==> config.mk <==
export PLATFORM = sky130hd
export DESIGN_NAME = merge_pass_sequencer
export DESIGN_NICKNAME = d
export VERILOG_FILES = /design/src/rtl/merger_pkg.sv /design/src/rtl/merger_start_qualifier.sv /design/src/rtl/merge_pass_sequencer.sv
export SDC_FILE = /design/constraint.sdc
export NUM_CORES = 1
export LEC_CHECK = 0
export BUFFER_PORTS_ARGS = -buffer_cell sky130_fd_sc_hd__buf_2
export CAP_MARGIN = 5
export CORE_ASPECT_RATIO = 0.5
export CORE_MARGIN = 2
export CORE_UTILIZATION = 35
export DETAILED_ROUTE_END_ITERATION = 8
export PLACE_DENSITY = 0.58
export SLEW_MARGIN = 40
export SYNTH_ARGS = -nofsm -noshare
export SYNTH_HDL_FRONTEND = slang
export SYNTH_HIERARCHICAL = 1
export SYNTH_SLANG_ARGS = --single-unit
==> constraint.sdc <==
create_clock -name clock -period 3.2 [get_ports clock]
set_input_delay 0.16 -clock clock [delete_from_list [all_inputs] [get_ports clock]]
set_output_delay 0.16 -clock clock [all_outputs]
set_load 0.01 [all_outputs]
==> src/rtl/merger_pkg.sv <==
// rtl/merger_pkg.sv - shared types and width helpers for the merge pass sequencer
//
// Contents:
//   merger_state_t           sequencer FSM states
//   size_w()                 width of an element count up to max_sort_length
//   cnt_w()                  width of a chunk count up to max_sort_length/base_chunk_size
//   DEFAULT_BASE_CHUNK_SIZE  elements per full chunk when not overridden
package merger_pkg;

    localparam int DEFAULT_BASE_CHUNK_SIZE = 8;

    typedef enum logic [2:0] {
        IDLE,
        BYPASS,
        MERGE,
        UPDATE,
        DONE
    } merger_state_t;

    function automatic int size_w(input int max_sort_length);
        return $clog2(max_sort_length) + 1;
    endfunction

    function automatic int cnt_w(input int max_sort_length, input int base_chunk_size);
        return $clog2(max_sort_length / base_chunk_size) + 1;
    endfunction

endpackage

==> src/rtl/merger_start_qualifier.sv <==
// rtl/merger_start_qualifier.sv - delays raw input-valid and qualifies it with the registered valid
//
// Ports:
//   clock                in   system clock, rising edge
//   reset                in   synchronous active-high reset, clears the delay pipe
//   clear                in   synchronous clear (abort), clears the delay pipe
//   enable               in   pipe shifts only while high (sequencer idle)
//   data_in_valid        in   raw input-valid from the chunk sorter
//   registered_in_valid  in   registered input-valid
//   start                out  registered_in_valid AND the delayed data_in_valid
module merger_start_qualifier #(
    parameter int START_DELAY = 3
) (
    input  logic clock,
    input  logic reset,
    input  logic clear,
    input  logic enable,
    input  logic data_in_valid,
    input  logic registered_in_valid,
    output logic start
);

    logic [START_DELAY-1:0] pipe;

    // Shift left so the oldest sample lands in the MSB; the shift form
    // also works for a one-deep pipe.
    always_ff @(posedge clock) begin
        if (reset || clear) begin
            pipe <= '0;
        end else if (enable) begin
            pipe <= (pipe << 1) | START_DELAY'(data_in_valid);
        end
    end

    assign start = registered_in_valid & pipe[START_DELAY-1];

endmodule

==> src/rtl/merge_pass_sequencer.sv <==
// rtl/merge_pass_sequencer.sv - control FSM for the sorter's iterative merge stage
//
// Optional feature macro: MERGE_WATCHDOG_EN (merge watchdog, timeout_error)
//
// Ports:
//   clock                in   system clock, rising edge
//   reset                in   synchronous active-high reset
//   data_in_valid        in   raw input-valid from the chunk sorter
//   registered_in_valid  in   registered input-valid
//   n_chunks_in          in   total chunks in the block, partial one included
//   last_chunk_size      in   size of the final chunk, 0 = full
//   merge_done           in   completion pulse from the merge core
//   abort                in   cancels the current sort
//   output_selector      out  1 = merge core output drives the stage output
//   select_merge_bypass  out  1 = bypass path loads the result buffer
//   core_start           out  single-cycle merge start pulse
//   input_chunk_size     out  size of the chunk being merged
//   result_size          out  size of the result after the current pass
//   busy                 out  FSM not idle
//   sort_done            out  single-cycle completion pulse
//   timeout_error        out  watchdog pulse (constant 0 without the watchdog)
module merge_pass_sequencer
    import merger_pkg::*;
#(
    parameter int MAX_SORT_LENGTH    = 256,
    parameter int BASE_CHUNK_SIZE    = DEFAULT_BASE_CHUNK_SIZE,
    parameter int START_DELAY        = 3,
    parameter int BYPASS_LOAD_CYCLES = 7,
    parameter int TIMEOUT_CYCLES     = 1024
) (
    input  logic                                                clock,
    input  logic                                                reset,
    input  logic                                                data_in_valid,
    input  logic                                                registered_in_valid,
    input  logic [cnt_w(MAX_SORT_LENGTH, BASE_CHUNK_SIZE)-1:0]  n_chunks_in,
    input  logic [$clog2(BASE_CHUNK_SIZE)-1:0]                  last_chunk_size,
    input  logic                                                merge_done,
    input  logic                                                abort,
    output logic                                                output_selector,
    output logic                                                select_merge_bypass,
    output logic                                                core_start,
    output logic [size_w(MAX_SORT_LENGTH)-1:0]                  input_chunk_size,
    output logic [size_w(MAX_SORT_LENGTH)-1:0]                  result_size,
    output logic                                                busy,
    output logic                                                sort_done,
    output logic                                                timeout_error
);

    localparam int SIZE_W = size_w(MAX_SORT_LENGTH);
    localparam int CNT_W  = cnt_w(MAX_SORT_LENGTH, BASE_CHUNK_SIZE);
    localparam int L_W    = $clog2(BASE_CHUNK_SIZE);
    localparam int BCNT_W = $clog2(BYPASS_LOAD_CYCLES + 1);
    localparam logic [SIZE_W-1:0] BASE_SIZE = SIZE_W'(BASE_CHUNK_SIZE);

    merger_state_t       state, state_d;
    logic [CNT_W-1:0]    merges_left, merges_left_d;
    logic [L_W-1:0]      last_q, last_d;
    logic [BCNT_W-1:0]   bcnt, bcnt_d;
    logic                output_selector_d, select_merge_bypass_d, core_start_d, sort_done_d;
    logic [SIZE_W-1:0]   input_chunk_size_d, result_size_d;

    logic                start;
    logic                timeout_hit;
    logic [SIZE_W-1:0]   first_size;
    logic [SIZE_W-1:0]   pass_size;
    logic                last_pass;

    merger_start_qualifier #(
        .START_DELAY (START_DELAY)
    ) u_start_qualifier (
        .clock               (clock),
        .reset               (reset),
        .clear               (abort),
        .enable              (state == IDLE),
        .data_in_valid       (data_in_valid),
        .registered_in_valid (registered_in_valid),
        .start               (start)
    );

    // A lone partial chunk is loaded at its own size; otherwise the first
    // chunk through the bypass is always full.
    assign first_size = (n_chunks_in == CNT_W'(1) && last_chunk_size != '0)
                        ? SIZE_W'(last_chunk_size) : BASE_SIZE;

    // merges_left counts passes still to issue, so 1 means this is the pass
    // that merges the (possibly partial) final chunk.
    assign last_pass = (merges_left == CNT_W'(1));
    assign pass_size = (last_pass && last_q != '0) ? SIZE_W'(last_q) : BASE_SIZE;

    assign busy = (state != IDLE);

`ifdef MERGE_WATCHDOG_EN
    localparam int WD_W = $clog2(TIMEOUT_CYCLES) + 1;
    logic [WD_W-1:0] wd_cnt;

    // wd_cnt equals the number of MERGE cycles elapsed since core_start,
    // so the pulse lands TIMEOUT_CYCLES cycles after core_start.
    assign timeout_hit = (state == MERGE) && !core_start && !merge_done
                         && (wd_cnt == WD_W'(TIMEOUT_CYCLES - 1));

    always_ff @(posedge clock) begin
        if (reset) begin
            wd_cnt        <= '0;
            timeout_error <= 1'b0;
        end else begin
            timeout_error <= timeout_hit && !abort;
            if (core_start) begin
                wd_cnt <= WD_W'(1);
            end else if (state == MERGE) begin
                wd_cnt <= wd_cnt + WD_W'(1);
            end else begin
                wd_cnt <= '0;
            end
        end
    end
`else
    logic unused_timeout_cfg;
    assign unused_timeout_cfg = (TIMEOUT_CYCLES != 0);
    assign timeout_hit   = 1'b0;
    assign timeout_error = 1'b0;
`endif

    always_ff @(posedge clock) begin
        if (reset) begin
            state               <= IDLE;
            merges_left         <= '0;
            last_q              <= '0;
            bcnt                <= '0;
            output_selector     <= 1'b0;
            select_merge_bypass <= 1'b1;
            core_start          <= 1'b0;
            sort_done           <= 1'b0;
            input_chunk_size    <= '0;
            result_size         <= '0;
        end else begin
            state               <= state_d;
            merges_left         <= merges_left_d;
            last_q              <= last_d;
            bcnt                <= bcnt_d;
            output_selector     <= output_selector_d;
            select_merge_bypass <= select_merge_bypass_d;
            core_start          <= core_start_d;
            sort_done           <= sort_done_d;
            input_chunk_size    <= input_chunk_size_d;
            result_size         <= result_size_d;
        end
    end

    always_comb begin
        state_d               = state;
        merges_left_d         = merges_left;
        last_d                = last_q;
        bcnt_d                = bcnt;
        output_selector_d     = output_selector;
        select_merge_bypass_d = select_merge_bypass;
        core_start_d          = 1'b0;
        sort_done_d           = 1'b0;
        input_chunk_size_d    = input_chunk_size;
        result_size_d         = result_size;

        case (state)
            IDLE: begin
                if (start && !abort && n_chunks_in != '0) begin
                    state_d               = BYPASS;
                    last_d                = last_chunk_size;
                    merges_left_d         = n_chunks_in - CNT_W'(1);
                    bcnt_d                = '0;
                    input_chunk_size_d    = first_size;
                    result_size_d         = first_size;
                    output_selector_d     = 1'b0;
                    select_merge_bypass_d = 1'b1;
                end
            end
            BYPASS: begin
                if (bcnt == BCNT_W'(BYPASS_LOAD_CYCLES - 1)) begin
                    if (merges_left == '0) begin
                        // Single chunk: the bypassed data is already the result.
                        state_d           = DONE;
                        output_selector_d = 1'b1;
                        sort_done_d       = 1'b1;
                    end else begin
                        state_d               = MERGE;
                        select_merge_bypass_d = 1'b0;
                        core_start_d          = 1'b1;
                        input_chunk_size_d    = pass_size;
                        result_size_d         = result_size + pass_size;
                        output_selector_d     = last_pass;
                    end
                end else begin
                    bcnt_d = bcnt + BCNT_W'(1);
                end
            end
            MERGE: begin
                // A done pulse in the core_start cycle belongs to no pass of ours.
                if (merge_done && !core_start) begin
                    merges_left_d = merges_left - CNT_W'(1);
                    state_d       = UPDATE;
                end
            end
            UPDATE: begin
                if (merges_left == '0) begin
                    state_d               = IDLE;
                    sort_done_d           = 1'b1;
                    output_selector_d     = 1'b0;
                    select_merge_bypass_d = 1'b1;
                end else begin
                    state_d            = MERGE;
                    core_start_d       = 1'b1;
                    input_chunk_size_d = pass_size;
                    result_size_d      = result_size + pass_size;
                    output_selector_d  = last_pass;
                end
            end
            DONE: begin
                state_d               = IDLE;
                output_selector_d     = 1'b0;
                select_merge_bypass_d = 1'b1;
            end
            default: begin
                state_d = IDLE;
            end
        endcase

        // Abort (or watchdog expiry) wins over every other event; in IDLE
        // abort leaves the held sizes alone.
        if ((abort && state != IDLE) || timeout_hit) begin
            state_d               = IDLE;
            merges_left_d         = '0;
            last_d                = '0;
            bcnt_d                = '0;
            output_selector_d     = 1'b0;
            select_merge_bypass_d = 1'b1;
            core_start_d          = 1'b0;
            sort_done_d           = 1'b0;
            input_chunk_size_d    = '0;
            result_size_d         = '0;
        end
    end

endmodule

== Yosys cells after proc, flatten, opt, wreduce, memory -nomap -nowiden ==
Index checks and enable logic that the tools add are counted.
Cells by class
  equality and inequality tests: 13
  multiplexer cells: 37
  bitwise operators: 2
  reductions and logical operators: 27
  $add $sub $neg: 4
Operator list (number)
  $pmux W9 S3: 2
  $mux W9: 5
  $mux W3: 6
  $reduce_and A3 Y1: 5
  $eq A6 B1 Y1 const B: 2
  $mux W1: 12
  $mux W6: 2
  $ne A2 B2 Y1 const B: 6
  $pmux W3 S4: 1
  $pmux W6 S2: 1
  $reduce_bool A3 Y1: 4
  $sub A6 B1 Y6 const B: 2
  $add A9 B4 Y9: 1
  $mux W4: 2
  $pmux W1 S4: 2
  $eq A3 B2 Y1 const B: 2
  $eq A3 B3 Y1 const B: 2
  $logic_and A1 B1 Y1: 6
  $logic_not A6 Y1: 1
  $pmux W3 S2: 1
  $reduce_bool A6 Y1: 1
  $reduce_and A5 Y1: 1
  $pmux W1 S2: 2
  $reduce_bool A2 Y1: 2
  11 further kinds: 12
Storage, ports and cells
  word-level logic and storage cells: 94
  output and inout bits: 24
  input port bits: 15
  register bits: 40

== Depth between registers and ports, before layout ==
  depth in word-level cells: 7
  mapped depth: 13
  depth with buffers taken out: 12

== By module ==
The synthesis kept the hierarchy.
Modules (own cells, without submodules)
  merge_pass_sequencer: area each 1961.9 µm², cells each 231, instances 1, sequential area each 640.6 µm²
  merger_start_qualifier: area each 111.4 µm², cells each 10, instances 1, sequential area each 60.1 µm²

== Least setup slack after synthesis ==
OpenSTA, ideal clock, no wires.
  path kind: register to register
  start point: register merges_left[2]
  end point: register result_size[6]
  clock period less this slack: 2718 ps
  library setup time: 71 ps
  arrival time: 2647 ps
  stages on the path, launching flop included: 13
  required time: 3129 ps
  slack: 482 ps
  buffers on the path: 1
  path through: dfxtp_1 nor2_1 and3_1 clkbuf_1 and2_1 ha_1 inv_1 fa_1 nand2b_1 a21oi_1 o211ai_1 or4_1 a21oi_1
Between the ends
  longest elaborated chain between the ends: 7
  elaborated cells on any way between the ends: 8
  classes of those cells: add/sub (1); eq/ne (1); mux (4); reduce/logical (2)
RTL lines
  from (decl): RTL line merge_pass_sequencer.sv:56  | logic [CNT_W-1:0] merges_left, merges_left_d;
  from (signal assigned): RTL line merge_pass_sequencer.sv:137  | merges_left <= merges_left_d;
  $eq A6 B1 Y1: RTL line merge_pass_sequencer.sv:87  | assign last_pass = (merges_left == CNT_W'(1));
  $logic_and A1 B1 Y1: RTL line merge_pass_sequencer.sv:88  | assign pass_size = (last_pass && last_q != '0) ? SIZE_W'(last_q) : BASE_SIZE;
  $mux W4: RTL line merge_pass_sequencer.sv:88
  $add A9 B4 Y9: RTL line merge_pass_sequencer.sv:186, merge_pass_sequencer.sv:210
  $mux W9 (*): RTL line merge_pass_sequencer.sv:176, merge_pass_sequencer.sv:201
  $mux W9: RTL line merge_pass_sequencer.sv:175  | if (bcnt == BCNT_W'(BYPASS_LOAD_CYCLES - 1)) begin
  $pmux W9 S3 (*): RTL line merge_pass_sequencer.sv:161  | case (state)
  to (signal assigned): RTL line merge_pass_sequencer.sv:145  | result_size <= result_size_d;
  to (decl): RTL line merge_pass_sequencer.sv:43  | output logic [size_w(MAX_SORT_LENGTH)-1:0] result_size,
Mark *: on every way between the ends. The rest lies on a longest branch, timed or not. The select of a mux whose other input is x is not followed.
A chain may end at the register's enable or synchronous reset.

== Worst setup path in the final report ==
Ends and elaborated chain as after synthesis.

==> impl_summary.txt <==
----------------------------------------------------
[Critical path]
  Element type at the critical path end ... flip-flop
  Slack of the worst reg-to-reg path ... 0.37 ns
  Library cell appearing most often on the critical path ... sky130_fd_sc_hd__a21oi_1
  Beginning of the worst register-to-register path ... merges_left[2]
  Peak fanout along the critical path ... 6
  Crit-path max cell delay ... 0.43 ns
  Required time of the worst setup path ... roughly 3.4 ns
  Startpoint types ... flip-flop
  Critical Path, Cell by Cell ... nor2_1 > and3_1 > and2_1 > ha_1 > inv_1 > fa_1 > nand2b_1 > a21oi_1 > o211ai_1 > or4_1 > a21oi_1
  Reg-to-reg critical path endpoint ... result_size[6]
  Slowest cell on the critical path ... sky130_fd_sc_hd__or4_1
  Cells on worst reg2reg path ... 11
  Critical path type ... reg2reg
  Data arrival time of the critical path ... 3.03 ns

[Hold path]
  Worst hold path type ... in2reg
  Startpoint of the lowest-slack hold path ... reset
  Hold endpoint ... u_start_qualifier/pipe[2]
  Cell count of the worst hold path ... 2

[Cells and area]
  Final std cell area, no fill ... 0.00242 sq mm
  Final Core Density ... 43.3%
  Layout overhead on the synthesized area ... 16.7%
  Fraction of layout cells with a size suffix above 1 ... 20.1%
  Net count reported at finish ... 300
  Ant. Diodes ... 0

[Synth]
  Post-Synthesis Cells ... 241
  Top FF cell, synth ... sky130_fd_sc_hd__dfxtp_1
  Syn avg cell area ... between 8 and 9 sq um
  Synth unique cells ... 51
  Number of synthesized register bits ... 35
  Proportion of synthesized chip area in sequential cells ... 33.8%
  Count of synthesis-stage warnings from yosys ... 6
  Number of enable flip-flop cells after synthesis ... 0
  Mapped Area ... 0.00207 sq mm
  Post-synth ARST share ... 0%

[Route]
  Starting DRT DRC Count ... 99
  Via count ... 1,847
  Number of iterations in the first detailed-routing pass ... 4
  Post-route antenna net violation count ... 0
  Drt total wl ... 4.97 mm
  DRC violation count after routing ... 0
  Average wire per standard cell ... 14.3 microns
  Vias per inst ... 5.32

[Die]
  Initial standard-cell utilization of the core ... between 30% and 40%
  Top Ports ... 39
  Die area ... roughly 0.0066 sq mm
  Die Span Y ... 58.4 microns
  Standard-cell row count ... 19
  Area of the placeable core ... approximately 0.0056 sq mm
  Die X ... 113 microns

[Place]
  Standard cell area after detailed placement ... 0.00227 sq mm
  Post-detailed-placement half-perimeter wirelength ... 3.80 mm
  Number of input and output port buffers inserted ... 32
  Placer Congestion ... about 0.82

[STA]
  Peak clock frequency supported by timing ... 0.353 GHz
  Clock period minus worst slack ... 2.83 ns
  Unrepaired setup endpoints after global routing ... no
  Slew @ Worst Pin ... between 0.7 and 0.8 ns
  Endpoints failing hold ... 0
  Setup TNS ... 0 ns
  Relative slew margins ... 51.3%
  Pins Over Slew Limit ... 0
  Crit share post-route ... 88.4%
  Final Skew ... 0.00326 ns
  Count of endpoints failing setup in the final report ... 0

[Clock tree]
  H-tree depth ... 2
  TritonCTS clock tree ... yes
  Buffer levels on the longest clock path ... 2
  Number of sinks on the clock net ... 35
  Clock latency on the worst-skew pair ... 0.28 ns
  TritonCTS Buffers ... 5
  Clock-pin slew on the worst setup and hold paths ... 0.05 ns
  Post-CTS sizing ... 0
  Total of hold buffers inserted after clock tree synthesis ... 0
  Post-CTS setup buffer count ... 0
  CTS Root Cell ... sky130_fd_sc_hd__clkbuf_16

[Power]
  Power density cells ... 398 mW/mm^2
  IR drop worst, VDD ... 0.204 mV
  Leak ... 0.00101 uW

[Job]
  Total of max-cap violations ... 0

[Global routing]
  Wire length of the first global-routing pass ... 8.63 mm
  Largest net degree at the start of global routing ... 20
  Vias in the first global route ... 1,754
  Met2 routing resource usage after global routing ... 25.9%
  Antenna violations before repair ... 0
  All-layer global routing usage ... 16.9%
  Grt total ovfl ... 0
  Met3 usage in global routing ... 4.33%
  Met1 usage ... 23.1%
  Busiest layer in global routing ... met2

[Run status]
  Status ... completed

----------------------------------------------------
-- routing by layer --
metal / vias to the layer above / routed length, microns
li1: 921 / -
met1: 857 / 2430
met2: 60 / 2110
met3: 9 / 343
met4: 0 / 86
met5: - / 0
-- cell families after synthesis --
family	share of synthesized area, %
AO/OA/AOI/OAI	24.0
XOR/XNOR	4.22
adder cells (fa/ha/maj)	7.00
buffers and inverters	7.12
flip-flops	33.8
multiplexers	4.35
other	0.181
AND/OR/NAND/NOR	19.4
-- power breakdown --
group	switching, uW	internal (uW)	leakage [uW]
combinational	29.6	16.1	0.000656
clock	176	304	0.0000727
sequential	0.891	437	0.000282
total	206	757	0.00101
-- cells in the mapped netlist (3+ instances only) --
cell | n | share of area (%)
sky130_fd_sc_hd__inv_1 | 11 | 2.0
sky130_fd_sc_hd__a21oi_1 | 15 | 3.6
sky130_fd_sc_hd__and2_1 | 4 | 1.2
sky130_fd_sc_hd__o31ai_1 | 5 | 1.8
sky130_fd_sc_hd__or3_1 | 4 | 1.2
sky130_fd_sc_hd__nor3_1 | 8 | 1.9
sky130_fd_sc_hd__a32oi_1 | 3 | 1.3
sky130_fd_sc_hd__mux2i_1 | 9 | 4.3
sky130_fd_sc_hd__a211oi_1 | 7 | 2.5
sky130_fd_sc_hd__o21ai_0 | 9 | 2.2
sky130_fd_sc_hd__a211oi_2 | 3 | 1.8
sky130_fd_sc_hd__dfxtp_1 | 35 | 34
sky130_fd_sc_hd__or4_1 | 3 | 1.1
sky130_fd_sc_hd__nand3_1 | 4 | 0.97
sky130_fd_sc_hd__buf_4 | 6 | 2.2
sky130_fd_sc_hd__and3_1 | 4 | 1.2
sky130_fd_sc_hd__nand2_1 | 9 | 1.6
sky130_fd_sc_hd__clkbuf_1 | 6 | 1.1
sky130_fd_sc_hd__ha_1 | 10 | 6.0
sky130_fd_sc_hd__xnor2_1 | 4 | 1.7
sky130_fd_sc_hd__o211ai_1 | 3 | 1.1
sky130_fd_sc_hd__xor2_1 | 6 | 2.5
sky130_fd_sc_hd__nand2b_1 | 3 | 0.91
sky130_fd_sc_hd__nor2_1 | 35 | 6.3
sky130_fd_sc_hd__buf_6 | 3 | 1.6
-- critical path, delay by kind of cell, from the launching register on --
| kind | cells | cell delay, ns |
|---|---|---|
| simple gates | 5 | 1.26 |
| compound gates | 3 | 0.55 |
| flops | 1 | 0.35 |
| fa+ha+maj | 2 | 0.54 |
| buf+inv | 1 | 0.05 |
-- how the worst max path moves through the flow --
| stage | startpoint | endpoint | slack (ns) | cells past startpoint |
|---|---|---|---|---|
| 2_1_floorplan | merges_left[2] | result_size[6] | 0.48 | 12 |
| 3_3_place_gp | merges_left[4] | result_size[6] | 0.47 | 11 |
| 3_5_place_dp | merges_left[4] | result_size[6] | 0.39 | 11 |
| 4_1_cts | merges_left[4] | result_size[6] | 0.37 | 11 |
| 5_1_grt | merges_left[4] | result_size[6] | 0.15 | 11 |
| 6_report | merges_left[2] | result_size[6] | 0.37 | 11 |
-- stage by stage --
step | setup slack, ns | instances | hold WS, ns | power, uW
6_report | 0.370 | 347 | 0.123 | 963
5_1_grt | 0.149 | 347 | 0.141 | 999
4_1_cts | 0.368 | 347 | 0.115 | 977
3_5_place_dp | 0.392 | 340 | 0.410 | 493
3_3_place_gp | 0.467 | 340 | 0.405 | 492
2_1_floorplan | 0.482 | 246 | 0.237 | 476
-- sequential cells by signal, indices dropped and copies added, names as in the netlist --
signal and count:
state 3, merges_left 6, select_merge_bypass 1, u_start_qualifier/pipe 3, input_chunk_size 4, sort_done 1, last_q 3, core_start 1
result_size 9, output_selector 1, bcnt 3
-- placed cells by master (no fill, tap or decap), types with 2 or more instances in the layout --
master / instances
sky130_fd_sc_hd__nor2b_1: 2
sky130_fd_sc_hd__a32oi_1: 3
sky130_fd_sc_hd__and2_1: 4
sky130_fd_sc_hd__o211ai_1: 3
sky130_fd_sc_hd__nand3_1: 4
sky130_fd_sc_hd__a21o_1: 2
sky130_fd_sc_hd__nand2_1: 9
sky130_fd_sc_hd__xor2_1: 6
sky130_fd_sc_hd__mux2i_1: 9
sky130_fd_sc_hd__a211oi_1: 7
sky130_fd_sc_hd__xnor2_1: 4
sky130_fd_sc_hd__dfxtp_1: 35
sky130_fd_sc_hd__o21ai_0: 9
sky130_fd_sc_hd__or3_1: 4
sky130_fd_sc_hd__ha_1: 10
sky130_fd_sc_hd__nand2b_1: 3
sky130_fd_sc_hd__a31oi_4: 2
sky130_fd_sc_hd__buf_2: 32
sky130_fd_sc_hd__a221oi_1: 2
sky130_fd_sc_hd__inv_1: 11
sky130_fd_sc_hd__nor2_1: 35
sky130_fd_sc_hd__clkbuf_16: 5
sky130_fd_sc_hd__conb_1: 6
sky130_fd_sc_hd__and3_1: 4
sky130_fd_sc_hd__a211oi_2: 3
sky130_fd_sc_hd__a31oi_1: 2
sky130_fd_sc_hd__nor3_1: 8
sky130_fd_sc_hd__o31ai_1: 5
sky130_fd_sc_hd__or4_1: 3
sky130_fd_sc_hd__nor4_1: 2
sky130_fd_sc_hd__a21oi_1: 15
sky130_fd_sc_hd__buf_4: 5
-- area by class of cell --
class | count | area [sq um]
Timing Repair Buffer | 37 | 198
Fill cell | 548 | 3170
Inverter | 11 | 41.3
Tap cell | 73 | 91.3
Clock buffer | 6 | 139
Multi-Input combinational cell | 184 | 1240
Sequential cell | 35 | 701
Clock inverter | 1 | 5.00
No activity file was read; power rests on OpenSTA's default activity.
